==> src/rtl/pgr_uart_rx_word_32bit.sv <==
// UART 8N1 receiver with 3-sample majority vote per bit.
// Packs four bytes little-endian into a 32-bit word with valid/ready.
module pgr_uart_rx_word_32bit #(
   parameter int OVERSAMPLE  = 6,
   parameter int SYNC_STAGES = 2
) (
   input  logic        clk,
   input  logic        rst_n,
   input  logic        clk_en,
   input  logic        rxd,
   output logic [31:0] word_data,
   output logic        word_valid,
   input  logic        word_ready,
   output logic        frame_err,
   output logic        overrun,
   output logic        busy
);

   localparam logic [2:0] ST_IDLE  = 3'd0;
   localparam logic [2:0] ST_START = 3'd1;
   localparam logic [2:0] ST_DATA  = 3'd2;
   localparam logic [2:0] ST_STOP  = 3'd3;
   localparam logic [2:0] ST_BRK   = 3'd4;

   localparam logic [3:0] OS_LAST = 4'(OVERSAMPLE - 1);
   localparam logic [3:0] OS_S1   = 4'(OVERSAMPLE / 2 - 1);
   localparam logic [3:0] OS_S2   = 4'(OVERSAMPLE / 2);
   localparam logic [3:0] OS_S3   = 4'(OVERSAMPLE / 2 + 1);

   logic [SYNC_STAGES-1:0] sync_q, sync_d;
   logic [2:0]  state_q, state_d;
   logic [3:0]  os_q, os_d;
   logic [3:0]  os_nxt;
   logic [2:0]  bit_q, bit_d;
   logic [7:0]  shreg_q, shreg_d;
   logic [2:0]  samp_q, samp_d;
   logic [31:0] asm_q, asm_d;
   logic [1:0]  idx_q, idx_d;
   logic        cmpl_q, cmpl_d;
   logic        ferr_q, ferr_d;
   logic        ovr_q, ovr_d;
   logic [31:0] wdata_q, wdata_d;
   logic        wvalid_q, wvalid_d;
   logic        rxd_s;
   logic        vote_full;
   logic        vote_mid;

   function automatic logic maj3(input logic a, input logic b, input logic c);
      return (a & b) | (a & c) | (b & c);
   endfunction

   assign rxd_s     = sync_q[SYNC_STAGES-1];
   assign vote_full = maj3(samp_q[2], samp_q[1], samp_q[0]);
   // Stop is decided on its last sample tick, so that sample is taken live.
   assign vote_mid  = maj3(samp_q[1], samp_q[0], rxd_s);
   assign os_nxt    = (os_q == OS_LAST) ? 4'd0 : os_q + 4'd1;

   always_comb begin
      sync_d   = {sync_q[SYNC_STAGES-2:0], rxd};
      state_d  = state_q;
      os_d     = os_q;
      bit_d    = bit_q;
      shreg_d  = shreg_q;
      samp_d   = samp_q;
      asm_d    = asm_q;
      idx_d    = idx_q;
      cmpl_d   = 1'b0;
      ferr_d   = 1'b0;
      ovr_d    = 1'b0;
      wdata_d  = wdata_q;
      wvalid_d = wvalid_q;

      if (clk_en) begin
         if (os_q == OS_S1 || os_q == OS_S2 || os_q == OS_S3) begin
            samp_d = {samp_q[1:0], rxd_s};
         end
         unique case (state_q)
            ST_IDLE: begin
               os_d = 4'd0;
               if (!rxd_s) begin
                  state_d = ST_START;
                  os_d    = 4'd1;
               end
            end
            ST_START: begin
               os_d = os_nxt;
               if (os_q == OS_LAST) begin
                  bit_d   = 3'd0;
                  state_d = vote_full ? ST_IDLE : ST_DATA;
               end
            end
            ST_DATA: begin
               os_d = os_nxt;
               if (os_q == OS_LAST) begin
                  shreg_d = {vote_full, shreg_q[7:1]};
                  bit_d   = bit_q + 3'd1;
                  if (bit_q == 3'd7) state_d = ST_STOP;
               end
            end
            ST_STOP: begin
               os_d = os_nxt;
               if (os_q == OS_S3) begin
                  os_d = 4'd0;
                  if (vote_mid) begin
                     state_d = ST_IDLE;
                     asm_d[{idx_q, 3'b000} +: 8] = shreg_q;
                     idx_d  = idx_q + 2'd1;
                     cmpl_d = (idx_q == 2'd3);
                  end else begin
                     state_d = ST_BRK;
                     ferr_d  = 1'b1;
                     idx_d   = 2'd0;
                  end
               end
            end
            ST_BRK: begin
               os_d = 4'd0;
               if (rxd_s) state_d = ST_IDLE;
            end
            default: begin
               state_d = ST_IDLE;
               os_d    = 4'd0;
            end
         endcase
      end

      if (cmpl_q) begin
         if (!wvalid_q || word_ready) begin
            wdata_d  = asm_q;
            wvalid_d = 1'b1;
         end else begin
            ovr_d = 1'b1;
         end
      end else if (wvalid_q && word_ready) begin
         wvalid_d = 1'b0;
      end
   end

   always_ff @(posedge clk or negedge rst_n) begin
      if (!rst_n) begin
         sync_q   <= '1;
         state_q  <= ST_IDLE;
         os_q     <= 4'd0;
         bit_q    <= 3'd0;
         shreg_q  <= 8'd0;
         samp_q   <= 3'b111;
         asm_q    <= 32'd0;
         idx_q    <= 2'd0;
         cmpl_q   <= 1'b0;
         ferr_q   <= 1'b0;
         ovr_q    <= 1'b0;
         wdata_q  <= 32'd0;
         wvalid_q <= 1'b0;
      end else begin
         sync_q   <= sync_d;
         state_q  <= state_d;
         os_q     <= os_d;
         bit_q    <= bit_d;
         shreg_q  <= shreg_d;
         samp_q   <= samp_d;
         asm_q    <= asm_d;
         idx_q    <= idx_d;
         cmpl_q   <= cmpl_d;
         ferr_q   <= ferr_d;
         ovr_q    <= ovr_d;
         wdata_q  <= wdata_d;
         wvalid_q <= wvalid_d;
      end
   end

   assign word_data  = wdata_q;
   assign word_valid = wvalid_q;
   assign frame_err  = ferr_q;
   assign overrun    = ovr_q;
   assign busy       = (state_q != ST_IDLE);

endmodule
==> config.mk <==
export PLATFORM = sky130hd
export DESIGN_NAME = pgr_uart_rx_word_32bit
export DESIGN_NICKNAME = d
export VERILOG_FILES = /design/src/rtl/pgr_uart_rx_word_32bit.sv
export SDC_FILE = /design/constraint.sdc
export NUM_CORES = 1
export LEC_CHECK = 0
export ABC_AREA = 1
export CORE_ASPECT_RATIO = 1.75
export CORE_MARGIN = 4
export CORE_UTILIZATION = 50
export CTS_BUF_LIST = sky130_fd_sc_hd__clkbuf_4 sky130_fd_sc_hd__clkbuf_8
export CTS_CLUSTER_SIZE = 8
export DETAILED_ROUTE_END_ITERATION = 6
export PLACE_DENSITY = 0.71
export SLEW_MARGIN = 20
export SYNTH_ARGS = -nofsm -noshare
export SYNTH_HDL_FRONTEND = slang
export SYNTH_SLANG_ARGS = --single-unit
==> constraint.sdc <==
create_clock -name clk -period 1.8 [get_ports clk]
set_input_delay 0.36 -clock clk [delete_from_list [all_inputs] [get_ports clk]]
set_output_delay 0.36 -clock clk [all_outputs]
set_load 0.02 [all_outputs]
; Word level (Yosys, flattened, before mapping)
; Cells that the tools add are included.
[op_classes]
bitwise_logic = 9
shift = 2
mux = 31
addsub = 4
n_eq_ne = 17
reduce_logical = 18
[op_table]
columns = cell, n
row1 = $bwmux W32, 1
row2 = $shift A8 B7 Y32 const A, 1
row3 = $shiftx A8 B7 Y32, 1
row4 = $mux W3, 9
row5 = $pmux W3 S5, 1
row6 = $mux W1, 14
row7 = $ne A2 B2 Y1 const B, 6
row8 = $pmux W4 S3, 1
row9 = $eq A4 B2 Y1 const B, 2
row10 = $eq A4 B3 Y1 const B, 2
row11 = $mux W4, 2
row12 = $reduce_and A4 Y1, 2
row13 = $neg A5 Y7, 1
row14 = $reduce_and A7 Y1, 1
row15 = $eq A3 B2 Y1 const B, 2
row16 = $eq A3 B3 Y1 const B, 2
row17 = $pmux W3 S2, 1
row18 = $reduce_and A2 Y1, 3
row19 = $reduce_and A3 Y1, 2
row20 = $and A1 B1 Y1, 5
row21 = $add A4 B1 Y4 const B, 1
row22 = $mux W2, 2
row23 = $or A1 B1 Y1, 4
row24 = $reduce_bool A2 Y1, 2
row25 = 11 further kinds, 13
[totals]
word_cells = 94
regBits = 93
out_inout_bits = 36
inputBits = 5

; Longest topological paths before layout
[depth]
depth_word = 7
mapped_depth = 9
depth_no_buf = 9

; Least setup slack after synthesis
; OpenSTA, ideal clock, no wires.
[synth_path]
path_type = reg2reg
from = reg idx_q[0]
to = reg asm_q[28]
setup_slack_ns = 0.266
t_arrival_ns = 1.469
path_stages_with_launch = 10
setup_ns = 0.066
synth_period_minus_slack_ns = 1.534
required_ns = 1.734
cell_sequence = dfrtp_1 inv_1 ha_1 buf_2 inv_1 buf_2 nand3_1 nor2_1 nand4_1 nand2_1
[synth_via]
elab_chain_cells = 3
elab_cells_between_ends = 4
cone_classes = add/sub: 1 / shift: 2 / mux: 1
[synth_rtl]
columns = item, line
row1 = "start, declared", 38  ; logic [1:0] idx_q, idx_d;
row2 = "start signal, assigned", 162  ; idx_q <= idx_d;
row3 = $neg A5 Y7 (*), 106  ; asm_d[{idx_q, 3'b000} +: 8] = shreg_q;
row4 = $shiftx A8 B7 Y32 or $shift A8 B7 Y32 (tied branches), 106
row5 = $bwmux W32 (*), 106
row6 = "end signal, assigned", 161  ; asm_q <= asm_d;
row7 = "end, declared", 37  ; logic [31:0] asm_q, asm_d;
; Mark *: on every way between the ends. The rest lies on a longest branch, timed or not.
; A chain may end at the register's enable or synchronous reset.

; Worst setup path in the final report
[layout_path]
from = reg state_q[0]
to = out busy
[layout_via]
elab_chain_cells = 1
[layout_rtl]
columns = item, line
row1 = "start, declared", 31  ; logic [2:0] state_q, state_d;
row2 = "start signal, assigned", 156  ; state_q <= state_d;
row3 = $reduce_bool A3 Y1, 175  ; assign busy = (state_q != ST_IDLE);
row4 = "end, declared", 16  ; output logic busy
; Every way passes these cells.

==> run metrics <==
status=finished clean; clk sink count=93; Gate power share=0.292; Hold Slack=approximately 0.020 ns; switching fraction of total power=0.360; die width=77.7 um; post-layout min period=approximately 1.7 ns; period utilization=0.946; chip height=between 100 and 150 um; Critical Path RT=1.44 ns; critical path capture point type=primary output; gp weighted congestion=0.890; Yosys warnings=0; Multi-input gate area=1680 um2; Post-synth top flop=dfrtp_1; Starting Density=0.511; vias in the first global route=3,066; Seq pwr share=0.440; Bufs on Longest Clock Path=2; Leak=around 0.0025 uW; skew final=a little under 0.007 ns; Worst Setup Start Kind=flop; CTS tree=yes; post-synthesis sequential area ratio=0.549; Mapped Nets=449; Via density=5.19; cell with the most instances after synthesis=nand2_1; Die Area=10,100 um2; Core Rows=44; H-tree lvl count=3; clk_lat worst skew=0.36 ns; Clock power frac=0.267; total grt overflow=0; Hold WC Path Type=input port to async pin; ratio of cells with drive above 1 in the final layout=0.184; top cell type's share of synthesized area=0.518; Power per Cell Area=1150 nW/um2; I/O pin cnt=41; DR iter-0 viols=214; via count=between 3,000 and 4,000; initial antenna violation count=0; antenna-violating nets left=0; input/output buffers=40; Area Growth Syn to Fin=20.1%; WL met1=3020 um; unrepaired setup endpoints after global routing=true; routed wire length per instance=13.6 um; Root Buffer=clkbuf_8; routed wl met2=4700 um; critical path type=flop to primary output; number of fill cells=730; number of synthesized register bits=93; Core ar.=8310 um2; Post-synth EDFFs=0; Final Util=0.614; # nets final=a little under 500; Fin Setup TNS=0 ns; synth top area cells=dfrtp_1, nand2_1, mux2_2; peak supply drop=664 uV; Worst-path clk slew=~0.080 ns; Netlist cell types=28; Syn Area/Cell=9.81 um2; Max Cap Viol=0; Critical Path AT=about 1.3 ns; Max Slew Vio Count=0; Psw=2110 uW; CP max FO=5; final setup fails=0; 1st-pass router iterations=4; Met3 Wirelength=roughly 220 um; dpl hpwl=6100 um; FFs w/ async S/R, synth=1.00; Max Clk Rate=between 0.5 and 0.6 GHz; Post-synth top cells=nand2_1, dfrtp_1, nand4_1, mux2_2, inv_1; largest net degree at the start of global routing=94; Post-Syn Area=~4200 um2; Final Hold Vio Count=0; fin cells=600; Power Internal=around 3700 uW; number of CTS-inserted buffers=9; total track usage=0.178; storage element area=2340 um2; WL final=8150 um; worst slew pin tran=between 0.4 and 0.5 ns; Cells after Synth=around 430; first-pass GRT wire length=between 10,000 and 15,000 um; relative slew slack=0.672; placed insts=roughly 580; number of diodes=0; top layer in use=met4; DRC=0; area leader, netlist=dfrtp_1
## cell type report
cell class | instances | area share
clock inverters | 5 | 0.0159
well taps | 115 | 0.0282
clock buffers | 11 | 0.0297
inverters | 31 | 0.0228
flip-flops and latches | 93 | 0.458
repair buffers | 56 | 0.116
multi-input cells | 289 | 0.330
## what timing repair did
action                                 4_1_cts  5_1_grt
endpoints found under the hold margin        0        0
resized for setup                            3        5
pin swaps                                    0        1
hold buffers                                 0        0
setup endpoints to repair                    9       30
setup buffers                                0        2
## kinds of logic (layout without fill, tap and decap cells)
family | after synthesis | after routing | share of synthesized area
AOI/OAI and AO/OA | 20 | 20 | 0.0239
xor gates and xnor gates | 1 | 1 | 0.00206
adders and majority gates | 11 | 11 | 0.0324
buffers and inverters | 51 | 103 | 0.0604
DFF | 93 | 93 | 0.549
muxes | 32 | 32 | 0.0848
and+or+nand+nor | 225 | 225 | 0.247
## routing by layer
layer / vias to the layer above / track usage
met5: - / 0
met4: 0 / 0.0797
met3: 13 / 0.0407
met2: 54 / 0.332
met1: 1521 / 0.188
li1: 1528 / -
## placed cells by master, fill, tap and decap left out, types with 2 or more instances in the layout
master             n
a21oi_1            3
clkbuf_8          11
nand3_4            3
inv_1             26
nor2_1            24
buf_12             6
bufinv_16          2
dfrtp_2            2
dfrtp_1           86
nand2_1          122
nor3_4             2
inv_2              5
clkdlybuf4s50_1   38
buf_4             11
nor3_1            17
ha_1              11
nand4_1           33
o21ai_1            4
o21ai_0           11
nand3_1           17
nand3_2            3
mux2_2            32
dfstp_2            5
## state kept, by name, indices dropped and copies added (netlist names)
register,count
asm_q,32
word_data,32
shreg_q,8
os_q,4
bit_q,3
samp_q,3
state_q,3
idx_q,2
sync_q,2
cmpl_q,1
frame_err,1
overrun,1
word_valid,1
## power groups by stage
stage / sequential [uW] / combinational [uW] / clock (uW)
floorplan: 2560 / 1230 / 0
global placement: 2600 / 1630 / 0
detailed placement: 2600 / 1690 / 0
CTS: 2570 / 1680 / 1600
global route: 2610 / 1940 / 1690
finish: 2580 / 1710 / 1570
## path summary, 6_finish.rpt
check / from / to / slack (ns) / cells after the start
max: state_q[0]$_DFFE_PN0P_ / busy / 0.1 / 3
min: rst_n / word_data[21]$_DFFE_PN0P_ / 0.02 / 2
max reg2reg: os_q[0]$_DFFE_PN0P_ / asm_q[5]$_DFFE_PN0P_ / 0.1 / 8
min reg2reg: sync_q[0]$_DFF_PN1_ / sync_q[1]$_DFF_PN1_ / 0.36 / 0
max in group asynchronous: rst_n / state_q[2]$_DFFE_PN0P_ / 1.36 / 2
min in group clk: sync_q[0]$_DFF_PN1_ / sync_q[1]$_DFF_PN1_ / 0.36 / 0
## per-stage QoR
stage	power, uW	instance area [um2]	worst slack (ns)
after global placement	4230	4830	-0.0365
after global routing	6240	5100	-0.0536
after floorplan	3790	4250	0.266
after CTS	5850	5070	0.00327
after detailed placement	4290	4830	-0.0968
final	5850	5100	0.0978
## critical path, stage by stage (launching register included)
cell and delay, ns:
dfrtp_1 0.45, nor2_2 0.16, nand2_1 0.06, dlygate4sd2_1 0.32
(Power assumes the default switching activity.)
